$ cat src/rtl/prime_streamer_pkg.sv
// Shared types for the prime streamer: controller state encoding and default widths.
// No logic here; imported by the top and the bench.
package prime_streamer_pkg;

    localparam int W_DEF = 16;
    localparam int CNT_W = 16;

    typedef enum logic [2:0] {
        S_WAIT_RDY,
        S_IDLE,
        S_GO,
        S_WAIT_LOW,
        S_DONE,
        S_ERR
    } state_t;

endpackage

$ cat src/rtl/prime_streamer_if.sv
// Valid/ready stream carrying primes to the consumer.
// Master drives valid/data, slave drives ready; transfer on valid & ready.
interface prime_streamer_if #(
    parameter int W = 16
);
    logic         valid;
    logic         ready;
    logic [W-1:0] data;

    modport master (output valid, output data, input ready);
    modport slave  (input valid, input data, output ready);
endinterface

$ cat src/rtl/prime_streamer_fifo.sv
// Show-ahead sync FIFO; push visible at head the cycle after, pop on the clock edge.
// Push while full is ignored unless a pop frees the slot in the same cycle.
module prime_fifo #(
    parameter int W     = 16,
    parameter int DEPTH = 4
) (
    input  logic                     clk,
    input  logic                     rst,
    input  logic                     push,
    input  logic [W-1:0]             push_data,
    input  logic                     pop,
    output logic [W-1:0]             head,
    output logic                     valid,
    output logic [$clog2(DEPTH):0]   level
);

    localparam int AW = $clog2(DEPTH);
    localparam int LW = AW + 1;
    localparam logic [LW-1:0] FULL_LVL = LW'(DEPTH);

    logic [W-1:0]  mem [DEPTH];
    logic [AW-1:0] wr_ptr;
    logic [AW-1:0] rd_ptr;
    logic          do_push;
    logic          do_pop;

    assign valid   = (level != '0);
    assign do_pop  = pop && valid;
    assign do_push = push && ((level != FULL_LVL) || do_pop);
    assign head    = valid ? mem[rd_ptr] : '0;

    always_ff @(posedge clk or negedge rst) begin
        if (!rst) begin
            wr_ptr <= '0;
            rd_ptr <= '0;
            level  <= '0;
        end else begin
            // Power-of-2 depth lets the pointers wrap by plain overflow.
            if (do_push) wr_ptr <= wr_ptr + 1'b1;
            if (do_pop)  rd_ptr <= rd_ptr + 1'b1;
            level <= level + LW'(do_push) - LW'(do_pop);
        end
    end

    always_ff @(posedge clk) begin
        if (do_push) mem[wr_ptr] <= push_data;
    end

endmodule

$ cat src/rtl/prime_streamer.sv
// Drives primogen one request at a time and streams captured primes out through a FIFO.
// Capture pushes in the WAIT_RDY cycle, m.valid next cycle; requests stall while the FIFO is full.
module prime_streamer
    import prime_streamer_pkg::*;
#(
    parameter int W         = W_DEF,
    parameter int DEPTH     = 4,
    parameter bit SKIP_ONE  = 1'b1,
    parameter int MAX_COUNT = 0
) (
    input  logic                    clk,
    input  logic                    rst,
    input  logic                    en,
    output logic                    gen_go,
    input  logic                    gen_ready,
    input  logic                    gen_error,
    input  logic [W-1:0]            gen_res,
    prime_streamer_if.master        m,
    output logic [$clog2(DEPTH):0]  level,
    output logic [CNT_W-1:0]        count,
    output logic                    busy,
    output logic                    err
);

    localparam int LW = $clog2(DEPTH) + 1;
    localparam logic [LW-1:0]    FULL_LVL = LW'(DEPTH);
    localparam logic [CNT_W-1:0] CNT_LIM  = CNT_W'(MAX_COUNT);

    state_t         state_q;
    state_t         state_d;
    logic           capture;
    logic           push;
    logic           fifo_vld;
    logic [W-1:0]   fifo_dat;

    assign capture = (state_q == S_WAIT_RDY) && gen_ready;
    // primogen shows 1 straight out of reset; that is not a prime.
    assign push    = capture && !gen_error && !(SKIP_ONE && (gen_res == W'(1)));
    assign busy    = (state_q == S_GO) || (state_q == S_WAIT_LOW);

    always_comb begin
        state_d = state_q;
        case (state_q)
            S_WAIT_RDY: if (gen_ready) state_d = gen_error ? S_ERR : S_IDLE;
            S_IDLE: begin
                if ((MAX_COUNT != 0) && (count == CNT_LIM)) state_d = S_DONE;
                else if (en && (level < FULL_LVL))          state_d = S_GO;
            end
            S_GO:       state_d = S_WAIT_LOW;
            S_WAIT_LOW: if (!gen_ready) state_d = S_WAIT_RDY;
            default:    state_d = state_q;
        endcase
    end

    always_ff @(posedge clk or negedge rst) begin
        if (!rst) begin
            state_q <= S_WAIT_RDY;
            gen_go  <= 1'b0;
            count   <= '0;
            err     <= 1'b0;
        end else begin
            state_q <= state_d;
            gen_go  <= (state_d == S_GO);
            if (capture && gen_error) err <= 1'b1;
            if (push && (count != '1)) count <= count + 1'b1;
        end
    end

    prime_fifo #(
        .W     (W),
        .DEPTH (DEPTH)
    ) u_fifo (
        .clk       (clk),
        .rst       (rst),
        .push      (push),
        .push_data (gen_res),
        .pop       (fifo_vld && m.ready),
        .head      (fifo_dat),
        .valid     (fifo_vld),
        .level     (level)
    );

    assign m.valid = fifo_vld;
    assign m.data  = fifo_dat;

endmodule

$ cat src/flat_wrapper.sv
// flat-port wrapper written by rule: the top's interface ports become plain ports
module prime_streamer_flat import prime_streamer_pkg::*;
#(
    parameter int W         = W_DEF,
    parameter int DEPTH     = 4,
    parameter bit SKIP_ONE  = 1'b1,
    parameter int MAX_COUNT = 0
)
  (clk, rst, en, gen_go, gen_ready, gen_error, gen_res, level, count, busy, err, m_valid, m_data, m_ready);
  prime_streamer_if #(.W(W)) m_i ();
  input  logic clk;
  input  logic rst;
  input  logic en;
  output logic gen_go;
  input  logic gen_ready;
  input  logic gen_error;
  input  logic [W-1:0] gen_res;
  output logic [$clog2(DEPTH):0] level;
  output logic [CNT_W-1:0] count;
  output logic busy;
  output logic err;
  output wire logic [$bits(m_i.valid)-1:0] m_valid;
  output wire logic [$bits(m_i.data)-1:0] m_data;
  input wire logic [$bits(m_i.ready)-1:0] m_ready;
  assign m_valid = m_i.valid;
  assign m_data = m_i.data;
  assign m_i.ready = m_ready;
  prime_streamer #(.W(W), .DEPTH(DEPTH), .SKIP_ONE(SKIP_ONE), .MAX_COUNT(MAX_COUNT)) u_core (.clk(clk), .rst(rst), .en(en), .gen_go(gen_go), .gen_ready(gen_ready), .gen_error(gen_error), .gen_res(gen_res), .m(m_i), .level(level), .count(count), .busy(busy), .err(err));
endmodule
$ cat config.mk
export PLATFORM = sky130hd
export DESIGN_NAME = prime_streamer_flat
export DESIGN_NICKNAME = d
export VERILOG_FILES = /design/src/rtl/prime_streamer_pkg.sv /design/src/rtl/prime_streamer_if.sv /design/src/rtl/prime_streamer_fifo.sv /design/src/rtl/prime_streamer.sv /design/src/flat_wrapper.sv
export SDC_FILE = /design/constraint.sdc
export NUM_CORES = 1
export LEC_CHECK = 0
export CAP_MARGIN = 20
export CELL_PAD_IN_SITES_DETAIL_PLACEMENT = 0
export CELL_PAD_IN_SITES_GLOBAL_PLACEMENT = 1
export CORE_MARGIN = 2
export CORE_UTILIZATION = 41
export CTS_CLUSTER_SIZE = 40
export DETAILED_ROUTE_END_ITERATION = 8
export GPL_TIMING_DRIVEN = 1
export PLACE_DENSITY_LB_ADDON = 0.05
export SYNTH_ARGS = -nofsm -noshare
export SYNTH_HDL_FRONTEND = slang
export SYNTH_HIERARCHICAL = 1
export SYNTH_SLANG_ARGS = --single-unit
$ cat constraint.sdc
create_clock -name clk -period 2.7 [get_ports clk]
set_input_delay 0.81 -clock clk [delete_from_list [all_inputs] [get_ports clk]]
set_output_delay 0.81 -clock clk [all_outputs]
set_load 0.01 [all_outputs]
# Yosys cells after proc, flatten, opt, wreduce, memory -nomap -nowiden
# Memory sizes are Yosys's and may differ from the RTL's.
# Cells that the tools add are included.
[word_totals] mem_bits_rw=64 memories=1 latch_bits=0 word_cells=44 inputBits=22 rom_bits=0 register_bits=28
[memory_table] memory="u_core.u_fifo.mem" depth=4 word_bits=16 rd=1 rd_clocked_by_memory_dff=0 wr=1 line_no="prime_streamer_fifo.sv:21" rtl="logic [W-1:0] mem [DEPTH];"
[classes] n_reduce_logical=15 div=0 shift=0 eq_ne=7 n_addsub=5 n_mul=0 muxes=8 bitwise_logic=0 magnitude_cmp=1
[op_table] op="16-bit by 1-bit adder with 16-bit output, second input constant" n=1
[op_table] op="16-bit by 1-bit == test with 1-bit output, second input constant" n=1
[op_table] op="16-bit 2-to-1 mux" n=1
[op_table] op="16-bit inequality test, second input constant" n=1
[op_table] op="3-bit 2-to-1 mux" n=4
[op_table] op="3-bit one-hot mux with 4 select lines" n=1
[op_table] op="3-bit by 2-bit == test with 1-bit output, second input constant" n=3
[op_table] op="1-bit logical AND" n=9
[op_table] op="2-bit by 1-bit adder with 2-bit output, second input constant" n=2
[op_table] op="3-bit by 1-bit adder with 3-bit output" n=1
[op_table] op="3-bit by 1-bit == test with 1-bit output, second input constant" n=1
[op_table] op="3-bit logical NOT" n=1
[op_table] op="3-bit less-than comparator, second input constant" n=1
[op_table] op="3-bit inequality test, second input constant" n=1
[op_table] op="3-bit nonzero test" n=1
[op_table] op="3-bit by 1-bit subtractor with 3-bit output" n=1
[op_table] op="1-bit logical NOT" n=2
[op_table] op="1-bit logical OR" n=2
[op_table] op="1-bit 2-to-1 mux" n=2

# Depth between registers and ports, before layout
# Gate-level depths: netlist of the first run.
[depth] ltp_word=7 depth_mapped=14

# Modules after synthesis
# Netlist of the first run, hierarchy kept.
[by_module_without_submodules] mod="prime_fifo" seq_area_each_um2=2097.0 area_per_inst_um2=2867.8 n_inst=1 cells_each=137
[by_module_without_submodules] mod="prime_streamer" seq_area_each_um2=525.5 area_per_inst_um2=1099.8 n_inst=1 cells_each=101

# Worst setup path after synthesis of the first run
# OpenSTA, ideal clock, no wires.
[synth_path] kind="input-to-reg" startpoint="input port gen_res[1]" endpoint="register u_core.u_fifo.level[2]" stages=14 path_slack_ns=-0.359 path_buffers=1 t_required_ns=2.571 arrival_ns=2.930 setup_ns=0.129 cell_sequence="nor4b_1 > nand4_1 > nand3_2 > buf_2 > inv_1 > o41a_1 > inv_1 > ha_1 > inv_1 > ha_1 > inv_1 > fa_1 > xnor2_1 > xnor2_1"
[synth_via] elab_chain_len=6
[synth_lines] element="from (decl)" line_no="flat_wrapper.sv:17" rtl="input logic [W-1:0] gen_res;"
[synth_lines] element="16-bit by 1-bit == test with 1-bit output" line_no="prime_streamer.sv:38" rtl="assign push = capture && !gen_error && !(SKIP_ONE && (gen_res == W'(1)));"
[synth_lines] element="1-bit logical NOT" line_no="prime_streamer.sv:38"
[synth_lines] element="1-bit logical AND" line_no="prime_streamer.sv:38"
[synth_lines] element="via u_core.push" line_no="prime_streamer.sv:32" rtl="logic push;"
[synth_lines] element="1-bit logical AND" line_no="prime_streamer_fifo.sv:29" rtl="assign do_push = push && ((level != FULL_LVL) || do_pop);"
[synth_lines] element="3-bit by 1-bit adder with 3-bit output" line_no="prime_streamer_fifo.sv:41" rtl="level <= level + LW'(do_push) - LW'(do_pop);"
[synth_lines] element="3-bit by 1-bit subtractor with 3-bit output" line_no="prime_streamer_fifo.sv:41"
[synth_lines] element="to (signal assigned)" line_no="prime_streamer_fifo.sv:41"
[synth_lines] element="to (decl)" line_no="prime_streamer_fifo.sv:14" rtl="output logic [$clog2(DEPTH):0] level"
# The timed path passes the listed nets, and every way through them passes these cells.
# A chain may end at the register's enable or synchronous reset.

# Final worst setup path of the first run
[layout_path] startpoint="input port m_ready" endpoint="register u_core.u_fifo.level[2]"
[layout_via] elab_chain_len=6
[layout_lines] element="from (decl)" line_no="flat_wrapper.sv:24" rtl="input wire logic [$bits(m_i.ready)-1:0] m_ready;"
[layout_lines] element="1-bit logical AND *" line_no="prime_streamer.sv:77" rtl=".pop (fifo_vld && m.ready),"
[layout_lines] element="1-bit logical AND *" line_no="prime_streamer_fifo.sv:28" rtl="assign do_pop = pop && valid;"
[layout_lines] element="1-bit logical OR" line_no="prime_streamer_fifo.sv:29"
[layout_lines] element="1-bit logical AND" line_no="prime_streamer_fifo.sv:29"
[layout_lines] element="3-bit by 1-bit adder with 3-bit output" line_no="prime_streamer_fifo.sv:41"
[layout_lines] element="3-bit by 1-bit subtractor with 3-bit output *" line_no="prime_streamer_fifo.sv:41"
# Every way passes the cells marked *; elsewhere a longest branch is shown, timed or not.

==> summary.md, run 1 <==
| Metric | Value |
|---|---|
| Outcome | `finished with violations` |
| Failing checks | `negative setup slack` |
| Pwr per Cell Area | `808.1 nW/um2` |
| Critical Setup Path Class | `in -> reg` |
| R2r setup slk | `80 ps` |
| Worst rel slew slack | `69.78%` |
| Syn-to-layout area delta | `30.18%` |
| Row count | `35` |
| Critical path data arrival time | `2940 ps` |
| CTS tree | `done` |
| Final hold violations | `0` |
| Largest cells by area after synthesis | `edfxtp_1 (48%), dfrtp_1 (18%), mux4_1 (5.3%)` |
| Transition time at the pin with the least slew margin | `between 400 and 500 ps` |
| Antenna fix cells | `0` |
| Worst path slowest cell | `clkdlybuf4s50_1` |
| Largest family of logic cells by synthesized area | `simple AND/OR/NAND/NOR gates` |
| Clk_lat worst skew | `~350 ps` |
| Total global-route track usage | `16.60%` |
| XOR/XNOR Fraction of Synth Area | `4.194%` |
| Clock root buffer | `clkbuf_8` |
| Die Y | `102.4 um` |
| Syn nets | `268` |
| Share of layout cells above drive strength 1 | `about a third` |
| Worst setup skew after layout | `7.813 ps` |
| Final antenna-violating net count | `0` |
| EDFF count, synth | `64` |
| Lkg Pwr | `1.983 nW` |
| Placer Congestion | `around 0.74` |
| Vias in the first global route | `2411` |
| Hold path endpoint | `u_core/err` |
| Largest net degree at the start of global routing | `29` |
| Max Fclk | `0.3702 GHz` |
| Min-delay src | `u_core/err` |
| Final period utilization | `100.0%` |
| Crit path launch type | `primary input` |
| Post-synth cell types | `between 40 and 50` |
| Io pins | `61` |
| Max FO, Critical Path | `2` |
| Worst-path clk slew | `90 ps` |
| Vias per Instance | `approximately 4.9` |
| Area leader, netlist | `edfxtp_1` |
| H-tree depth | `3` |
| Synth Area in Compound Gates | `1.104%` |
| Final Instance Area | `5165 um2` |
| Most frequent cell on the critical path | `inv_1` |
| Remaining Overflow, GRT | `0` |
| Fin. max-slew vios | `0` |
| Vias | `2288` |
| First-pass GRT wire length | `12.85 mm` |
| Reg-to-Reg Start | `u_core/u_fifo/level[1]` |
| Synth Warn # | `6` |
| Number of DRC markers in iteration 0 | `52` |
| Reg2Reg Depth | `11` |
| DRC errors left | `0` |
| Sequential share of the synthesized area | `66.10%` |
| Post-synthesis register bit count | `92` |
| Crit Reg-Reg Endpoint | `u_core/u_fifo/level[2]` |
| Die Wd | `102.4 um` |
| Final setup margin | `-1.229 ps` |
| Synth Area per Inst | `16.67 um2` |
| Adder-Cell Fraction of Synth Area | `between 2 and 3%` |
| CTS Buf Count | `9` |
| Initial antenna violation count | `0` |
| Worst-path cell chain | `clkdlybuf4s50_1 > and2_4 > o41a_1 > inv_1 > ha_1 > inv_1 > ha_2 > inv_2 > fa_2 > xnor2_2 > xnor2_1` |
| # clock sinks | `92` |
| Initial Util | `between 40% and 50%` |
| Post-place setup slack | `-757.2 ps` |
| Hold Crit Class | `reg -> reg` |
| WHS Path Cells | `1` |
| Nets | `about 370` |
| WL final | `between 7 and 8 mm` |
| Maxcap violations | `0` |
| Worst setup EP type | `flop` |
| Core area | `roughly 9300 um2` |
| Final min period | `2701 ps` |
| Die area | `10480 um2` |
| Critical path required time | `2940 ps` |
| Post-Synth Simple-Gate Area | `12.77%` |
| Multiplexer share of the synthesized area | `10.69%` |
| Avg WL per Cell | `16.51 um` |
| Yosys top cell area share | `approximately half` |
| Largest stage delay, worst path | `410 ps` |
| Async S/R FF share, synth | `30.43%` |
| 1st-pass router iterations | `4` |
| Total Power | `4.174 mW` |
| Fin Setup TNS | `-1.229 ps` |
| DP Area | `4966 um2` |
| DP Wirelength | `5.234 mm` |
| Peak VDD IR | `0.0004819 V` |
| Cell count after synthesis | `between 200 and 250` |
| Deepest clock path buffer count | `2` |
| Final setup fails | `1` |
| Top FF cell, synth | `edfxtp_1` |
| Cell Area, Synth | `3968 um2` |
| RSZ-0062 raised after global routing | `true` |
| Port Buffers | `60` |
[metal layers]
metal / global-route usage (%) / wire length [um] / vias to the layer above
met5: 0 / 0 / -
met4: 5.846 / 109 / 0
met3: 2.941 / 200 / 8
met2: 25.96 / 3622 / 36
met1: 23.57 / 3841 / 1141
li1: - / - / 1103
[cells in the mapped netlist (2+ instances only)]
| cell | count |
|---|---|
| nand2_1 | 5 |
| dfrtp_1 | 28 |
| nand3_1 | 5 |
| xnor2_1 | 7 |
| nor4_1 | 9 |
| inv_1 | 11 |
| nand4_1 | 8 |
| nor2_1 | 6 |
| ha_1 | 7 |
| xor2_1 | 12 |
| edfxtp_1 | 64 |
| buf_2 | 4 |
| or3_1 | 2 |
| and2_1 | 22 |
| nand2b_1 | 2 |
| nor3_1 | 4 |
| mux4_1 | 8 |
| a21oi_1 | 2 |
| mux2_1 | 2 |
| mux4_2 | 8 |
| nor4_4 | 2 |
[what timing repair did]
action / CTS / global route
pin swaps: 6 / 11
buffers inserted: 6 / 0
endpoints found under the setup margin: 18 / 18
gates cloned: 1 / 1
gates resized for setup: 87 / 57
hold buffers: 0 / 0
[power by group]
group | switching (mW) | internal, mW | total (mW) | leakage, nW
logic | 0.669 | 0.889 | 1.56 | 0.973
clock network | 0.481 | 0.437 | 0.917 | 0.0935
registers | 0.0884 | 1.61 | 1.70 | 0.917
[logic make-up (layout without fill, tap and decap cells)]
kind of cell,Yosys count,in the layout
and+or+nand+nor,76,76
AOI/OAI and AO/OA,6,6
adders and majority gates,8,8
muxes,19,19
DFF,92,92
xor gates and xnor gates,19,19
buffers and inverters,18,122
[worst max-delay path by stage]
stage / from / to
6_report: m_ready / u_core/u_fifo/level[2]
5_1_grt: gen_res[9] / u_core/u_fifo/level[2]
4_1_cts: gen_res[14] / u_core/u_fifo/level[2]
3_5_place_dp: gen_res[9] / u_core/u_fifo/level[2]
3_3_place_gp: gen_res[9] / u_core/u_fifo/level[2]
2_1_floorplan: u_core/u_fifo/level[1] / u_core/u_fifo/level[2]
[stage by stage]
stage	hold WS [ps]	util [%]	std cells
2_1_floorplan	509.7	-	238
3_3_place_gp	467.8	53.24	448
3_5_place_dp	469.2	53.24	448
4_1_cts	495.2	56.26	471
5_1_grt	536.3	55.37	471
6_report	494.1	55.37	471
[layout by cell type (no fill, tap or decap), types with 6 or more instances in the layout]
cell,count
edfxtp_1,64
buf_4,28
clkdlybuf4s50_1,26
dfrtp_1,26
and2_1,19
clkbuf_2,17
xor2_1,12
mux4_2,12
buf_2,10
clkbuf_8,9
inv_1,9
nand4_1,8
nor4_1,6
xnor2_1,6
ha_1,6
[state kept, by name, summed over array words and instances, names as in the netlist]
signal                count
u_core/count             16
u_core/err                1
u_core/gen_go             1
u_core/state_q            3
u_core/u_fifo/level       3
u_core/u_fifo/mem        64
u_core/u_fifo/rd_ptr      2
u_core/u_fifo/wr_ptr      2
[area by class of cell]
| class | instances | area (um2) |
|---|---|---|
| fill | 801 | 4163 |
| sequential | 92 | 2625 |
| multi-input combinational | 128 | 1315 |
| timing repair buffer | 95 | 823.3 |
| tap | 129 | 161.4 |
| clock buffer | 10 | 127.6 |
| clock inverter | 6 | 71.32 |
| inverter | 11 | 41.29 |
[critical path, delay by kind of cell]
family / cells / cell delay (ps)
AOI/OAI and AO/OA: 1 / 370
xor gates and xnor gates: 2 / 260
adders and majority gates: 3 / 770
buffers and inverters: 4 / 580
and+or+nand+nor: 1 / 140
No activity file was read; power rests on OpenSTA's default activity.
==> inputs of run 2 (changes only) <==
Settings changed: CORE_MARGIN 2 to default.
==> summary.md, run 2 (synthesis gave the netlist of run 1 again) <==
| Metric | Value |
|---|---|
| H-tree depth | `3` |
| Clk pwr share | `21.7%` |
| R2r setup slk | `about 40 ps` |
| Core area | `between 9000 and 10000 um2` |
| Worst rel slew slack | `a little under three quarters` |
| Row count | `35` |
| Pint | `2.930 mW` |
| Share of layout cells above drive strength 1 | `34.77%` |
| Largest register FFs | `64` |
| Critical Setup Path Class | `in -> reg` |
| Hold path endpoint | `u_core/err` |
| Vias | `2352` |
| Final setup margin | `-15.56 ps` |
| Comb power frac | `37.1%` |
| Max Fclk | `0.3682 GHz` |
| Final Instance Area | `5207 um2` |
| Final setup fails | `1` |
| Max FO, Critical Path | `2` |
| Io pins | `61` |
| Post-CTS Hold Buffers | `0` |
| Clk_lat worst skew | `360 ps` |
| Critical path data arrival time | `2960 ps` |
| Final Core Density | `55.83%` |
| Avg WL per Cell | `16.24 um` |
| WHS Path Cells | `1` |
| Worst setup EP type | `flop` |
| Remaining Overflow, GRT | `0` |
| Commonest non-fill, non-tap cell in the layout | `edfxtp_1` |
| WL final | `7.748 mm` |
| Total global-route track usage | `between 10% and 20%` |
| RSZ-0062 raised after global routing | `true` |
| Initial antenna violation count | `0` |
| Die area | `10070 um2` |
| Lkg Pwr | `2.000 nW` |
| Min-delay src | `u_core/err` |
| Largest net degree at the start of global routing | `29` |
| Critical path required time | `2940 ps` |
| DP Area | `roughly 5000 um2` |
| Outcome | `finished with violations` |
| Vias per Instance | `4.931` |
| Nets | `373` |
| DP Wirelength | `~5 mm` |
| DRC errors left | `0` |
| Worst-path clk slew | `~90 ps` |
| Placer Congestion | `approximately 0.75` |
| Number of DRC markers in iteration 0 | `84` |
| Final antenna-violating net count | `0` |
| Clock root buffer | `clkbuf_8` |
| Largest register by flop count | `u_core/u_fifo/mem` |
| Commonest non-fill, non-tap cells in the layout | `edfxtp_1 (64), buf_4 (33), dfrtp_1 (26)` |
| Worst setup skew after layout | `approximately 14 ps` |
| Vias in the first global route | `2340` |
| CTS tree | `done` |
| Final hold violations | `0` |
| Switching Share | `29.50%` |
| First-pass GRT wire length | `roughly 12 mm` |
| Maxcap violations | `0` |
| Peak VDD IR | `0.0004889 V` |
| Initial Util | `42.54%` |
| Hold Crit Class | `reg -> reg` |
| CTS Buf Count | `9` |
| Fin Setup TNS | `-15.56 ps` |
| Transition time at the pin with the least slew margin | `434.2 ps` |
| Crit Reg-Reg Endpoint | `u_core/u_fifo/level[2]` |
| Final period utilization | `100.6%` |
| # fillers | `808` |
| Failing checks | `negative setup slack` |
| Reg-to-Reg Start | `u_core/u_fifo/level[0]` |
| Top flop regs | `u_core/u_fifo/mem x64, u_core/count x16` |
| Fin. max-slew vios | `0` |
| 1st-pass router iterations | `4` |
| Sequential power share | `41.2%` |
| Port Buffers | `60` |
| Die Y | `approximately 100 um` |
| Inst Count DP | `453` |
| Non-Filler Instances | `477` |
| Reg2Reg Depth | `11` |
| Deepest clock path buffer count | `2` |
| Total Power | `4.156 mW` |
| Die Wd | `100.4 um` |
| Antenna fix cells | `0` |
| Switch Pwr | `1.226 mW` |
| Crit path launch type | `primary input` |
| Pwr per Cell Area | `798.1 nW/um2` |
| Final min period | `2716 ps` |
| # clock sinks | `slightly above 90` |
| Syn-to-layout area delta | `31.25%` |
## run 2: changes by cell type in the layout (fill, tap and decap cells not counted), moves of 2 or more
cell	previous run	this run
clkdlybuf4s15_2	0	4
buf_4	28	33
buf_2	10	6
buf_12	5	3
## run 2: how the worst max path moves through the flow
stage,cells after the start,start,endpoint,slack (ps)
2_1_floorplan,13,u_core/u_fifo/level[1],u_core/u_fifo/level[2],-200
3_3_place_gp,14,gen_res[9],u_core/u_fifo/level[2],-730
3_5_place_dp,14,gen_res[9],u_core/u_fifo/level[2],-760
4_1_cts,6,u_core/u_fifo/rd_ptr[0],m_data[6],-30
5_1_grt,14,gen_res[12],u_core/u_fifo/level[2],-90
6_report,11,m_ready,u_core/u_fifo/level[2],-20
## run 2: cell type report
class	instances	area, um2	area share (%)
flip-flops and latches	92	2625	50.41
multi-input cells	128	1306	25.08
repair buffers	101	880.8	16.91
well taps	129	161.4	3.099
clock buffers	11	131.4	2.523
clock inverters	5	61.31	1.177
inverters	11	41.29	0.7929
## run 2: repair_timing
action,in CTS,in global routing
buffers inserted,6,3
resized for setup,82,56
gates cloned,1,0
endpoints found under the setup margin,18,17
pin swaps,6,11
## run 2: critical path: stages
cell,delay (ps)
clkdlybuf4s50_1,390
and2_4,140
o41a_1,390
inv_1,70
ha_1,220
inv_1,70
ha_2,170
inv_2,40
fa_2,390
xnor2_2,150
xnor2_1,120
## run 2: power by group through the flow
stage / logic [mW] / registers (mW) / clock network, mW
floorplan: 0.819 / 1.76 / 0
global placement: 1.55 / 1.74 / 0
detailed placement: 1.55 / 1.74 / 0
CTS: 1.62 / 1.71 / 0.932
global route: 1.70 / 1.73 / 0.981
finish: 1.54 / 1.71 / 0.902
## run 2: metrics by stage
step	hold WS (ps)	setup slack, ps
2_1_floorplan	509.7	-202.3
3_3_place_gp	464.7	-728.7
3_5_place_dp	473.0	-760.8
4_1_cts	495.1	-32.14
5_1_grt	508.2	-92.17
6_report	484.5	-15.56
## run 2: per-layer routing
metal  share of wire (%)  wire (um)  track usage (%)  vias to the layer above
met2                  47       3648            25.61                       47
met4                 1.7        131            8.027                        0
met1                  48       3725            23.64                     1177
li1                    -          -                -                     1118
met5                   0          0                0                        -
met3                 3.1        243            3.134                       10
